===== src/rtl/pkg_rolhas.sv =====
`default_nettype none
// ============================================================================
//  Module      : pkg_rolhas
//  Description : Shared definitions for the cork buffer manager: FSM state
//                encodings and default capacity/threshold values.
//  Revision    : 1.0 - initial release
// ============================================================================
package pkg_rolhas;

    // Fixed state encoding; code 2'b11 is illegal and recovers to OCIOSO
    typedef enum logic [1:0] {
        OCIOSO    = 2'b00,
        CARGA_OP  = 2'b01,
        TRANSFERE = 2'b10
    } estado_t;

    localparam int MAX_SEC_DEF = 99;
    localparam int MAX_PRI_DEF = 30;
    localparam int LOTE_DEF    = 20;
    localparam int MIN_PRI_DEF = 5;

endpackage
`default_nettype wire


===== src/rtl/modulo_contador_sync_param_ascendente_descendente.sv =====
`default_nettype none
// ============================================================================
//  Module      : modulo_contador_sync_param_ascendente_descendente
//  Description : Parameterised up/down counter with synchronous parallel
//                load and asynchronous active-low clear. Load wins over count.
//  Revision    : 1.0 - initial release
// ============================================================================
module modulo_contador_sync_param_ascendente_descendente #(
    parameter int WIDTH = 8
) (
    input  logic             clk,
    input  logic             clr,
    input  logic             enable,
    input  logic             up_down,
    input  logic [WIDTH-1:0] load,
    input  logic             e_load,
    output logic [WIDTH-1:0] q
);

    localparam logic [WIDTH-1:0] ONE = WIDTH'(1);

    // Count register: clear, then load, then count up (up_down=1) or down
    always_ff @(posedge clk or negedge clr) begin
        if (!clr) begin
            q <= '0;
        end else if (e_load) begin
            q <= load;
        end else if (enable) begin
            q <= up_down ? (q + ONE) : (q - ONE);
        end
    end

endmodule
`default_nettype wire


===== src/rtl/modulo_gerenciador_rolhas_param.sv =====
`default_nettype none
// ============================================================================
//  Module      : modulo_gerenciador_rolhas_param
//  Description : Two-level cork buffer manager. Operator loads fill the
//                secondary buffer one cork per cycle; the primary buffer is
//                refilled from the secondary in batches when it runs low;
//                sealing consumes corks from the primary buffer.
//  Revision    : 1.0 - initial release
// ============================================================================
module modulo_gerenciador_rolhas_param
    import pkg_rolhas::*;
#(
    parameter int W_SEC   = 7,
    parameter int W_PRI   = 5,
    parameter int MAX_SEC = MAX_SEC_DEF,
    parameter int MAX_PRI = MAX_PRI_DEF,
    parameter int LOTE    = LOTE_DEF,
    parameter int MIN_PRI = MIN_PRI_DEF
) (
    input  logic             clk,
    input  logic             clr,
    input  logic             enable,
    input  logic             op_load,
    input  logic [W_SEC-1:0] op_qtd,
    input  logic             consumo,
    output logic [W_SEC-1:0] sec_count,
    output logic [W_PRI-1:0] pri_count,
    output logic             ro,
    output logic             busy,
    output logic             rejeitado,
    output logic [1:0]       estado
);

    // Remaining-cycles counter must hold either an operator quantity or a batch
    localparam int W_REM = (W_SEC > W_PRI) ? W_SEC : W_PRI;
    localparam int W_CMP = W_REM + 1;
    localparam logic [W_REM-1:0] REM_ONE = W_REM'(1);

    // ------------------------------------------------------------------
    // Parameter legality
    // ------------------------------------------------------------------
    if (MAX_SEC >= (1 << W_SEC)) begin : g_chk_max_sec
        $error("MAX_SEC does not fit in W_SEC bits");
    end
    if (MAX_PRI >= (1 << W_PRI)) begin : g_chk_max_pri
        $error("MAX_PRI does not fit in W_PRI bits");
    end
    if (!((MIN_PRI > 0) && (MIN_PRI <= LOTE) && (LOTE <= MAX_PRI))) begin : g_chk_thresholds
        $error("need 0 < MIN_PRI <= LOTE <= MAX_PRI");
    end

    estado_t          state;
    estado_t          next_state;
    logic [W_REM-1:0] remaining;
    logic [W_REM-1:0] rem_load;
    logic             rem_load_en;
    logic             rem_dec;
    logic             sec_en;
    logic             sec_up;
    logic             pri_en;
    logic             pri_up;
    logic             reject_next;
    logic             start_xfer;
    logic             load_ok;
    logic             consume_ok;
    logic [W_SEC:0]   sec_sum;
    logic [W_CMP-1:0] batch;

    // Refill is due when the primary is below threshold and corks are available
    assign start_xfer = (pri_count < W_PRI'(MIN_PRI)) && (sec_count != '0);
    // Overflow check carried in one extra bit so the sum cannot wrap
    assign sec_sum    = {1'b0, sec_count} + {1'b0, op_qtd};
    assign load_ok    = (op_qtd != '0) && (sec_sum <= (W_SEC + 1)'(MAX_SEC));
    assign consume_ok = consumo && (pri_count != '0);

    // Batch size = min(LOTE, sec_count, free space in primary)
    always_comb begin
        batch = W_CMP'(LOTE);
        if (W_CMP'(sec_count) < batch) begin
            batch = W_CMP'(sec_count);
        end
        if ((W_CMP'(MAX_PRI) - W_CMP'(pri_count)) < batch) begin
            batch = W_CMP'(MAX_PRI) - W_CMP'(pri_count);
        end
    end

    // Next-state and counter control; nothing moves while enable is low
    always_comb begin
        next_state  = state;
        rem_load_en = 1'b0;
        rem_load    = '0;
        rem_dec     = 1'b0;
        sec_en      = 1'b0;
        sec_up      = 1'b0;
        pri_en      = 1'b0;
        pri_up      = 1'b0;
        reject_next = 1'b0;
        if (enable) begin
            case (state)
                OCIOSO: begin
                    if (start_xfer) begin
                        // Refill beats any simultaneous operator load
                        next_state  = TRANSFERE;
                        rem_load_en = 1'b1;
                        rem_load    = W_REM'(batch);
                        reject_next = op_load;
                    end else if (op_load) begin
                        if (load_ok) begin
                            next_state  = CARGA_OP;
                            rem_load_en = 1'b1;
                            rem_load    = W_REM'(op_qtd);
                        end else begin
                            reject_next = 1'b1;
                        end
                    end
                    pri_en = consume_ok;
                end
                CARGA_OP: begin
                    reject_next = op_load;
                    if (remaining != '0) begin
                        sec_en  = 1'b1;
                        sec_up  = 1'b1;
                        rem_dec = 1'b1;
                    end
                    if (remaining <= REM_ONE) begin
                        next_state = OCIOSO;
                    end
                    pri_en = consume_ok;
                end
                TRANSFERE: begin
                    reject_next = op_load;
                    if (remaining != '0) begin
                        sec_en  = 1'b1;
                        rem_dec = 1'b1;
                        // A simultaneous consumption cancels this cycle's increment
                        pri_en  = !consumo;
                        pri_up  = 1'b1;
                    end else begin
                        pri_en = consume_ok;
                    end
                    if (remaining <= REM_ONE) begin
                        next_state = OCIOSO;
                    end
                end
                default: begin
                    // Illegal code: recover to idle and drop any leftover count
                    next_state  = OCIOSO;
                    rem_load_en = 1'b1;
                    reject_next = op_load;
                    pri_en      = consume_ok;
                end
            endcase
        end
    end

    // State register
    always_ff @(posedge clk or negedge clr) begin
        if (!clr) begin
            state <= OCIOSO;
        end else begin
            state <= next_state;
        end
    end

    // Registered refusal pulse, one cycle after the offending request
    always_ff @(posedge clk or negedge clr) begin
        if (!clr) begin
            rejeitado <= 1'b0;
        end else begin
            rejeitado <= reject_next;
        end
    end

    modulo_contador_sync_param_ascendente_descendente #(
        .WIDTH (W_SEC)
    ) u_sec (
        .clk     (clk),
        .clr     (clr),
        .enable  (sec_en),
        .up_down (sec_up),
        .load    ('0),
        .e_load  (1'b0),
        .q       (sec_count)
    );

    modulo_contador_sync_param_ascendente_descendente #(
        .WIDTH (W_PRI)
    ) u_pri (
        .clk     (clk),
        .clr     (clr),
        .enable  (pri_en),
        .up_down (pri_up),
        .load    ('0),
        .e_load  (1'b0),
        .q       (pri_count)
    );

    modulo_contador_sync_param_ascendente_descendente #(
        .WIDTH (W_REM)
    ) u_rem (
        .clk     (clk),
        .clr     (clr),
        .enable  (rem_dec),
        .up_down (1'b0),
        .load    (rem_load),
        .e_load  (rem_load_en),
        .q       (remaining)
    );

    assign ro     = (pri_count == '0);
    assign busy   = (state != OCIOSO);
    assign estado = state;

endmodule
`default_nettype wire


===== config.mk =====
export PLATFORM = sky130hd
export DESIGN_NAME = modulo_gerenciador_rolhas_param
export DESIGN_NICKNAME = d
export VERILOG_FILES = /design/src/rtl/pkg_rolhas.sv /design/src/rtl/modulo_contador_sync_param_ascendente_descendente.sv /design/src/rtl/modulo_gerenciador_rolhas_param.sv
export SDC_FILE = /design/constraint.sdc
export NUM_CORES = 1
export LEC_CHECK = 0
export CAP_MARGIN = 20
export CELL_PAD_IN_SITES_DETAIL_PLACEMENT = 0
export CELL_PAD_IN_SITES_GLOBAL_PLACEMENT = 1
export CORE_MARGIN = 4
export CORE_UTILIZATION = 25
export CTS_BUF_LIST = sky130_fd_sc_hd__clkbuf_4
export DETAILED_ROUTE_END_ITERATION = 10
export GPL_TIMING_DRIVEN = 0
export PLACE_DENSITY = 0.61
export RECOVER_POWER = 50
export SYNTH_ARGS = -nofsm -noshare
export SYNTH_HDL_FRONTEND = slang
export SYNTH_SLANG_ARGS = --single-unit

===== constraint.sdc =====
create_clock -name clk -period 3.4 [get_ports clk]
set_clock_uncertainty 0.2 [all_clocks]
set_input_delay 0.68 -clock clk [delete_from_list [all_inputs] [get_ports clk]]
set_output_delay 0.68 -clock clk [all_outputs]
set_load 0.02 [all_outputs]

* Word level (Yosys, flattened, before mapping)
Index checks and enable logic that the tools add are counted.
** Word-level totals
- Register bits :: 22
- Input port bits :: 12
- Output and inout port bits :: 17
- Logic and storage cells :: 72
** Operators by class
- $add $sub $neg :: 7
- Order comparisons :: 5
- Equality and inequality tests :: 5
- Mux-type cells :: 36
- Reductions and logical operators :: 14
** Operator list (count)
- $mux 7 :: 10
- $reduce_bool 7->1 :: 3
- $mux 1 :: 19
- $sub 7x1->7 const B :: 2
- $add 7x7->8 :: 1
- $le 8x7->1 const B :: 1
- $lt 8x7->1 :: 1
- $mux 2 :: 4
- $add 7x1->7 const B :: 1
- $le 7x1->1 const B :: 1
- $lt 7x5->1 const B :: 1
- $ne 3x3->1 const B :: 2
- $sub 5x5->6 const A :: 1
- $add 5x1->5 const B :: 1
- $logic_not 5->1 :: 1
- $lt 5x3->1 const B :: 1
- $mux 5 :: 1
- $reduce_bool 5->1 :: 1
- $sub 5x1->5 const B :: 1
- $pmux 2 s2 :: 1
- $reduce_and 4->1 :: 1
- $reduce_bool 2->1 :: 2
- $logic_and 1x1->1 :: 3
- $eq 2x1->1 const B :: 1
- other kinds (6) :: 6

* Logic depth before layout (Yosys ltp)
Gate-level depths: netlist of the first run.
- Word-level depth :: 9
- Mapped depth :: 11
- Depth with buffers taken out :: 11

* Cells and area by module
From an unflattened synthesis of the first run, not the netlist that was laid out.
** Unflattened totals
- Cell total of the unflattened synthesis :: 278
- Area, all modules :: 2451.1 sq um
** By module, submodules not included
- modulo_contador_sync_param_ascendente_descendente (u_rem ...) :: times used 2, cells an instance 56, area an instance 538.0 sq um, seq. area each 175.2 sq um
- modulo_gerenciador_rolhas_param :: times used 1, cells an instance 124, area an instance 973.4 sq um, seq. area each 75.1 sq um
- modulo_contador_sync_param_ascendente_descendente (u_pri) :: times used 1, cells an instance 42, area an instance 401.6 sq um, seq. area each 125.1 sq um

* Least setup slack after synthesis of the first run
Ideal clock, no wire load.
- Path kind :: register to register
- Start point :: register u_sec.q[3]
- End point :: register u_rem.q[1]
- Setup time :: 80 ps
- Arrival time :: 2595 ps
- Required time :: 3120 ps
- Setup slack :: 525 ps
- Stages on the path, launching flop included :: 9
- Path buffers :: 0
- Clock period less this slack :: 2875 ps
- Cells stage by stage :: dfrtp_1 > a2111oi_0 > ha_1 > a21o_1 > a211o_1 > or4b_1 > a31oi_1 > a21oi_1 > mux2i_1
** Between the ends
- Longest elaborated chain between the ends :: 9
- Elaborated cells on any way between the ends :: 21
- Those cells by class :: 1 x add/sub; 3 x order compare; 13 x mux; 4 x reduce/logical
** Ends and longest elaborated chain
- start, declared :: RTL line modulo_contador_sync_param_ascendente_descendente.sv:17 : output logic [WIDTH-1:0] q
- start signal, assigned :: RTL line modulo_contador_sync_param_ascendente_descendente.sv:27 : q <= load;
- start signal, assigned :: RTL line modulo_contador_sync_param_ascendente_descendente.sv:29 : q <= up_down ? (q + ONE) : (q - ONE);
- $add 7x7->8 :: RTL line modulo_gerenciador_rolhas_param.sv:72 : assign sec_sum = {1'b0, sec_count} + {1'b0, op_qtd};
- $le 8x7->1 :: RTL line modulo_gerenciador_rolhas_param.sv:73 : assign load_ok = (op_qtd != '0) && (sec_sum <= (W_SEC + 1)'(MAX_SEC));
- $logic_and 1x1->1 :: RTL line modulo_gerenciador_rolhas_param.sv:73
- $mux 1 / $mux 7 (equally long branches) :: RTL line modulo_gerenciador_rolhas_param.sv:108 : if (load_ok) begin
- $mux 1 / $mux 7 (equally long branches) :: RTL line modulo_gerenciador_rolhas_param.sv:107 : end else if (op_load) begin
- $mux 1 / $mux 7 (equally long branches) :: RTL line modulo_gerenciador_rolhas_param.sv:101 : if (start_xfer) begin
- $pmux 1 s2 / $mux 7 (equally long branches) :: RTL line modulo_gerenciador_rolhas_param.sv:99 : case (state)
- $mux 1 / $mux 7 (equally long branches) :: RTL line modulo_gerenciador_rolhas_param.sv:98 : if (enable) begin
- $mux 7 / $reduce_bool 2->1 (equally long branches)
- end signal, assigned :: RTL line modulo_contador_sync_param_ascendente_descendente.sv:27
- end signal, assigned :: RTL line modulo_contador_sync_param_ascendente_descendente.sv:29
- end, declared :: RTL line modulo_contador_sync_param_ascendente_descendente.sv:17
Several ways; a longest one is shown, not always the timed one.
A chain may end at the register's enable or synchronous reset.

* Worst setup path after layout of the first run
- Start point :: input op_qtd[1]
- End point :: register u_rem.q[4]
** Between the ends
- Longest elaborated chain between the ends :: 9
- Elaborated cells on any way between the ends :: 16
- Those cells by class :: 1 x add/sub; 1 x order compare; 11 x mux; 3 x reduce/logical
** Ends and longest elaborated chain
- start, declared :: RTL line modulo_gerenciador_rolhas_param.sv:24 : input logic [W_SEC-1:0] op_qtd,
- $add 7x7->8 :: RTL line modulo_gerenciador_rolhas_param.sv:72
- $le 8x7->1 :: RTL line modulo_gerenciador_rolhas_param.sv:73
- $logic_and 1x1->1 * :: RTL line modulo_gerenciador_rolhas_param.sv:73
- $mux 1 / $mux 7 (equally long branches) :: RTL line modulo_gerenciador_rolhas_param.sv:108
- $mux 1 / $mux 7 (equally long branches) :: RTL line modulo_gerenciador_rolhas_param.sv:107
- $mux 1 / $mux 7 (equally long branches) :: RTL line modulo_gerenciador_rolhas_param.sv:101
- $pmux 1 s2 / $mux 7 (equally long branches) :: RTL line modulo_gerenciador_rolhas_param.sv:99
- $mux 1 / $mux 7 (equally long branches) :: RTL line modulo_gerenciador_rolhas_param.sv:98
- $mux 7 / $reduce_bool 2->1 (equally long branches)
Mark *: on every way between the ends. The rest lies on a longest branch, timed or not.

==> metrics, run 1 <==
RR Startpoint u_sec.q[3]$_DFFE_PN0P_; root buffer cell clkbuf_4; Worst EP arrival 3260 ps; Post-Syn Area 2300 sq um; share of layout cells above drive strength 1 7.61%; post-synth net total 298; Yosys reg bits 22; crit end category flip-flop; Area growth, synth to finish 18.7%; leakage power 1.19 nW; Starting Density 26.0%; Area contributors post-synth dfrtp_1 (24%), ha_1 (15%), xnor2_1 (5.3%), a21oi_1 (4.1%), inv_1 (4.1%); HP Class flip-flop to flip-flop; CTS tree yes; CTS sink cnt 22; total congestion overflow 0; PD cells 1020 nW/um^2; f_max 311 MHz; Worst-path clk slew 130 ps; final setup vio count 0; initial antenna violation count 0; CP Class input port to flip-flop; buffers and inverters on the worst path 2; slew margin rel. 31.3%; status complete, no violations; slowest stage cell, crit path clkdlybuf4s50_1; Flop pwr share 22.2%; Internal 1.37 mW; Die Area 10,800 sq um; YS warnings 0; Hold Startpoint estado[1]$_DFFE_PN0P_; hold_buf cts 0; initial DRC count 57; Clk pwr share 4.7%; Final Wtd Congestion 0.744; H-tree depth 1; Max IR drop VDD 0.318 mV; Clock Latency Late Sink 320 ps; CP cell instances clkdlybuf4s50_1 > inv_1 > fa_1 > nand2b_1 > a2111o_1 > o211ai_2 > o211ai_1 > a31o_2 > a22oi_1; Post-Syn Instances 256; commonest non-fill, non-tap cell in the layout ha_1; final instance area 2740 sq um; most frequent cells in the layout ha_1 (26), inv_1 (25), dfrtp_1 (22), clkdlybuf4s50_1 (20), a21oi_1 (19); final worst-path cycle share 94.7%; CP max stage delay 580 ps; Slew @ Worst Pin 1030 ps; Total Wirelength 5.95 mm; minimum clock period 3220 ps; Setup Slack @ Placement -264 ps; RSZ-0062 raised after global routing no; DRC Markers 0; Distinct cells, synth 61; area of the core 8850 sq um; GR Util All Layers 11.3%; worst path required time 3440 ps; share of flip-flops with an asynchronous set or reset 100%; ys flop type dfrtp_1; vias per std cell 4.99; largest net degree at the start of global routing 19; startpoint types input port; Cell Count, Final, Fillers Out 397; total negative slack 0 ps; Placed Instances 392; n_diodes 0; CP max FO 8; cell taking the most area after synthesis dfrtp_1; die height 104 um; fin util 30.9%; switching share of power 50.6%; DR vias 1,980; Worst Setup SP op_qtd[1]; Cell Area, Placed 2740 sq um; Top Family by Delay on Critical Path compound AO/OA/AOI/OAI gates; deepest clock path buffer count 2; Ports 29; setup ws final 179 ps; TritonCTS Buffers 3; FP Rows 34; Post-Syn Area per Cell 9.00 sq um; Final Max Slew Viols 0; WL/cell 15.0 um; Gate power share 73.1%; register area share after synthesis 23.9%; Final Hold Fails 0; Sw Pwr 1.41 mW; EDFF count, synth 0; vias in the first global route 2,004; Port Buffer Count 27; Routed Antenna Nets 0; width of the chip 104 um; MaxCap Viol Count 0; Nets 332; first-pass GRT wire length 10.2 mm; Synth top area share 23.9%; Detailed Place HPWL 4.84 mm; Detailed Routing Iterations Pass 1 4
==> worst paths after layout <==
kind	endpoint	slack (ps)	depth (start not counted)
hold reg to reg	estado[1]$_DFFE_PN0P_	370	1
setup / recovery	u_rem.q[4]$_DFFE_PN0P_	180	9
setup reg to reg	u_rem.q[2]$_DFFE_PN0P_	300	8
max in group asynchronous	u_rem.q[3]$_DFFE_PN0P_	1350	2
min in group asynchronous	estado[0]$_DFFE_PN0P_	440	1
hold / removal	estado[1]$_DFFE_PN0P_	370	1
==> worst register-to-register path, delay by kind of cell (launching register included) <==
family,cells,cell delay (ps)
AO/OA/AOI/OAI,6,1860
multiplexers,1,110
adder cells (fa/ha/maj),1,340
flip-flops,1,510
==> routing by layer <==
| metal | vias up | global-route usage, % | share of wire (%) |
|---|---|---|---|
| met3 | 4 | 0.869 | 1.5 |
| met4 | 0 | 2.94 | 1.1 |
| met5 | - | 0 | 0 |
| met1 | 940 | 15.2 | 48 |
| met2 | 19 | 19.5 | 50 |
| li1 | 1017 | - | - |
==> flip-flops by register name, summed over array words and instances (netlist names) <==
| signal | cells |
|---|---|
| u_rem.q | 7 |
| u_sec.q | 7 |
| u_pri.q | 5 |
| estado | 2 |
| rejeitado | 1 |
==> layout make-up <==
cell class | count | area [sq um]
multi-input cells | 205 | 1600
well taps | 108 | 135
clock buffers | 3 | 22.5
clock inverters | 1 | 3.75
plain buffers | 4 | 42.5
inverters | 25 | 93.8
repair buffers | 29 | 284
fillers | 968 | 6110
flip-flops and latches | 22 | 551
==> through the flow <==
| stage | total power, mW | hold WS, ps |
|---|---|---|
| final | 2.78 | 373 |
| after global routing | 3.10 | 380 |
| after CTS | 2.84 | 377 |
| after detailed placement | 2.69 | 356 |
| after global placement | 2.66 | 341 |
| after floorplan | 2.09 | 184 |
==> what timing repair did <==
item | 4_1_cts | 5_1_grt
buffers inserted | 0 | 1
gates resized for setup | 0 | 3
endpoints found under the setup margin | 0 | 7
==> power by group through the flow <==
stage,Clock (mW),Combinational [mW],Sequential [mW]
2_1_floorplan,0,1.42,0.663
3_3_place_gp,0,2.03,0.633
3_5_place_dp,0,2.06,0.634
4_1_cts,0.141,2.07,0.630
5_1_grt,0.148,2.29,0.657
6_report,0.131,2.03,0.618
==> cells by family (layout without fill, tap and decap cells) <==
logic type / after synthesis / in the layout / synth area share (%)
other cells: 1 / 1 / 0.163
mux: 8 / 8 / 3.80
buf+inv: 29 / 62 / 5.92
flops: 22 / 22 / 23.9
simple gates: 69 / 69 / 17.2
compound gates: 78 / 78 / 24.6
fa+ha+maj: 30 / 30 / 17.3
xor+xnor: 19 / 19 / 7.22
==> synth_stat cells, types with 3 or more instances <==
cell / n
mux2i_1: 5
ha_1: 27
o21ai_0: 11
a21o_1: 6
dfrtp_1: 22
nor3_1: 4
xor2_1: 5
nor3b_1: 3
nor2_1: 10
a21oi_1: 19
and3_1: 7
inv_1: 25
a211oi_1: 3
o211ai_1: 6
a21boi_0: 3
a31oi_1: 4
nor4_1: 4
fa_1: 3
a211o_1: 3
nand2_1: 11
nand3_1: 11
xnor2_1: 14
No activity file was read; power rests on OpenSTA's default activity.
==> inputs of run 2 (changes only) <==
- clock period: 3.4 -> 4 ns (I/O delays scaled with it)
==> run 2 against run 1 <==
Against the previous run:
- the run now ends with capacitance limit, slew limit left
- non-clock buffer count down 1
- final cell count down 0.25%
- utilization down 0.28 points
- critical path type unchanged
- critical endpoint is now u_rem.q[3]$_DFFE_PN0P_
- largest cell class unchanged
- highest routed layer unchanged
==> metrics, run 2 (synthesized netlist as in run 1, its figures left out) <==
status finished with violations; failing checks capacitance limit, slew limit; Ports 29; switching share of power 50.7%; Gate power share 72.8%; Die Area 10,800 sq um; slew margin rel. -0.0312%; deepest clock path buffer count 2; RSZ-0062 raised after global routing no; vias per std cell 4.98; H-tree depth 1; CTS tree yes; die height 104 um; PD cells 863 nW/um^2; DRC Markers 0; Hold Startpoint estado[1]$_DFFE_PN0P_; Routed Antenna Nets 0; total congestion overflow 0; leakage power 1.17 nW; Final Hold Fails 0; CP Class input port to flip-flop; Clock Latency Late Sink 320 ps; final setup vio count 0; CTS sink cnt 22; fillers 966; root buffer cell clkbuf_4; most frequent cells in the layout ha_1 (27), inv_1 (25), dfrtp_1 (22), clkdlybuf4s50_1 (22), a21oi_1 (19); Worst Setup SP op_qtd[0]; final worst-path cycle share 86.4%; Flop pwr share 22.4%; f_max 289 MHz; commonest non-fill, non-tap cell in the layout ha_1; minimum clock period 3460 ps; Area growth, synth to finish 17.7%; WL/cell 15.0 um; Worst EP arrival 3500 ps; Slew @ Worst Pin 1480 ps; startpoint types input port; worst path required time 4040 ps; Post-CTS Resized 0; share of layout cells above drive strength 1 6.25%; width of the chip 104 um; Post-CTS Setup Bufs 0; vias in the first global route 2,004; hold_buf cts 0; Worst-path clk slew 130 ps; RR Startpoint u_sec.q[3]$_DFFE_PN0P_; Port Buffer Count 27; Total Wirelength 5.94 mm; Final Wtd Congestion 0.744; Internal 1.15 mW; first-pass GRT wire length 10.2 mm; n_diodes 0; FP Rows 34; Clk pwr share 4.8%; Final Max Slew Viols 1; Regs by FF count u_rem.q (7), u_sec.q (7), u_pri.q (5); HP Class flip-flop to flip-flop; Starting Density 26.0%; Max IR drop VDD 0.270 mV; Detailed Routing Iterations Pass 1 4; initial antenna violation count 0; DR vias 1,974; Cell Count, Final, Fillers Out 396; Placed Instances 392; total negative slack 0 ps; crit end category flip-flop; TritonCTS Buffers 3; Sw Pwr 1.19 mW; initial DRC count 62; GR Util All Layers 11.3%; MaxCap Viol Count 1; Detailed Place HPWL 4.84 mm; Nets 331; largest net degree at the start of global routing 19; area of the core 8850 sq um; CP max FO 8
[run 2: changes by cell type in the layout (fill, tap and decap cells not counted), sizes merged]
cell / change
dlymetal6s2s: -1
buf: -2
clkdlybuf4s50: +2
clkbuf: +1
dlygate4sd3: -1
[run 2: metal layers]
metal / part of all wire, % / global-route usage, %
met1: 48 / 15.2
met4: 1.1 / 2.94
met5: 0 / 0
met2: 49 / 19.5
met3: 1.8 / 0.869
[run 2: cell type report]
type	count	area [sq um]	share of cell area, %
Multi-Input combinational cell	205	1590	58.7
Sequential cell	22	551	20.3
Timing Repair Buffer	28	274	10.1
Tap cell	108	135	4.99
Inverter	25	93.8	3.46
Buffer	4	38.8	1.43
Clock buffer	3	22.5	0.831
Clock inverter	1	3.75	0.139
[run 2: worst max-delay path: stages]
cell and delay, ps:
clkdlybuf4s50_1 560, ha_1 220, inv_1 60, fa_1 390, nand2b_1 210, a2111o_1 390
o211ai_2 100, o211ai_1 290, a31o_2 340, a22oi_1 150
[run 2: path summary, 6_finish.rpt]
| check | to | slack, ps | depth (start not counted) |
|---|---|---|---|
| max in group asynchronous | u_rem.q[3]$_DFFE_PN0P_ | 1840 | 2 |
| min in group asynchronous | estado[0]$_DFFE_PN0P_ | 560 | 1 |
| worst max-delay path | u_rem.q[3]$_DFFE_PN0P_ | 540 | 10 |
| worst min-delay path | estado[1]$_DFFE_PN0P_ | 380 | 1 |
| worst min register to register | estado[1]$_DFFE_PN0P_ | 380 | 1 |
| worst max register to register | u_rem.q[2]$_DFFE_PN0P_ | 810 | 8 |
[run 2: power groups by stage]
stage | logic [mW] | clock network, mW | registers, mW
floorplan | 1.21 | 0 | 0.564
global placement | 1.73 | 0 | 0.538
detailed placement | 1.75 | 0 | 0.539
CTS | 1.76 | 0.120 | 0.535
global route | 1.93 | 0.126 | 0.556
finish | 1.70 | 0.112 | 0.524
[run 2: metrics by stage]
stage / instance area (sq um) / worst slack (ps) / power, mW / util [%] / hold WS (ps)
after global routing: 2710 / 378 / 2.61 / 30.6 / 404
final: 2710 / 543 / 2.34 / 30.6 / 382
after CTS: 2760 / 547 / 2.41 / 31.2 / 388
after floorplan: 2300 / 1070 / 1.77 / - / 304
after global placement: 2710 / 196 / 2.26 / 30.6 / 341
after detailed placement: 2740 / 216 / 2.29 / 30.9 / 356
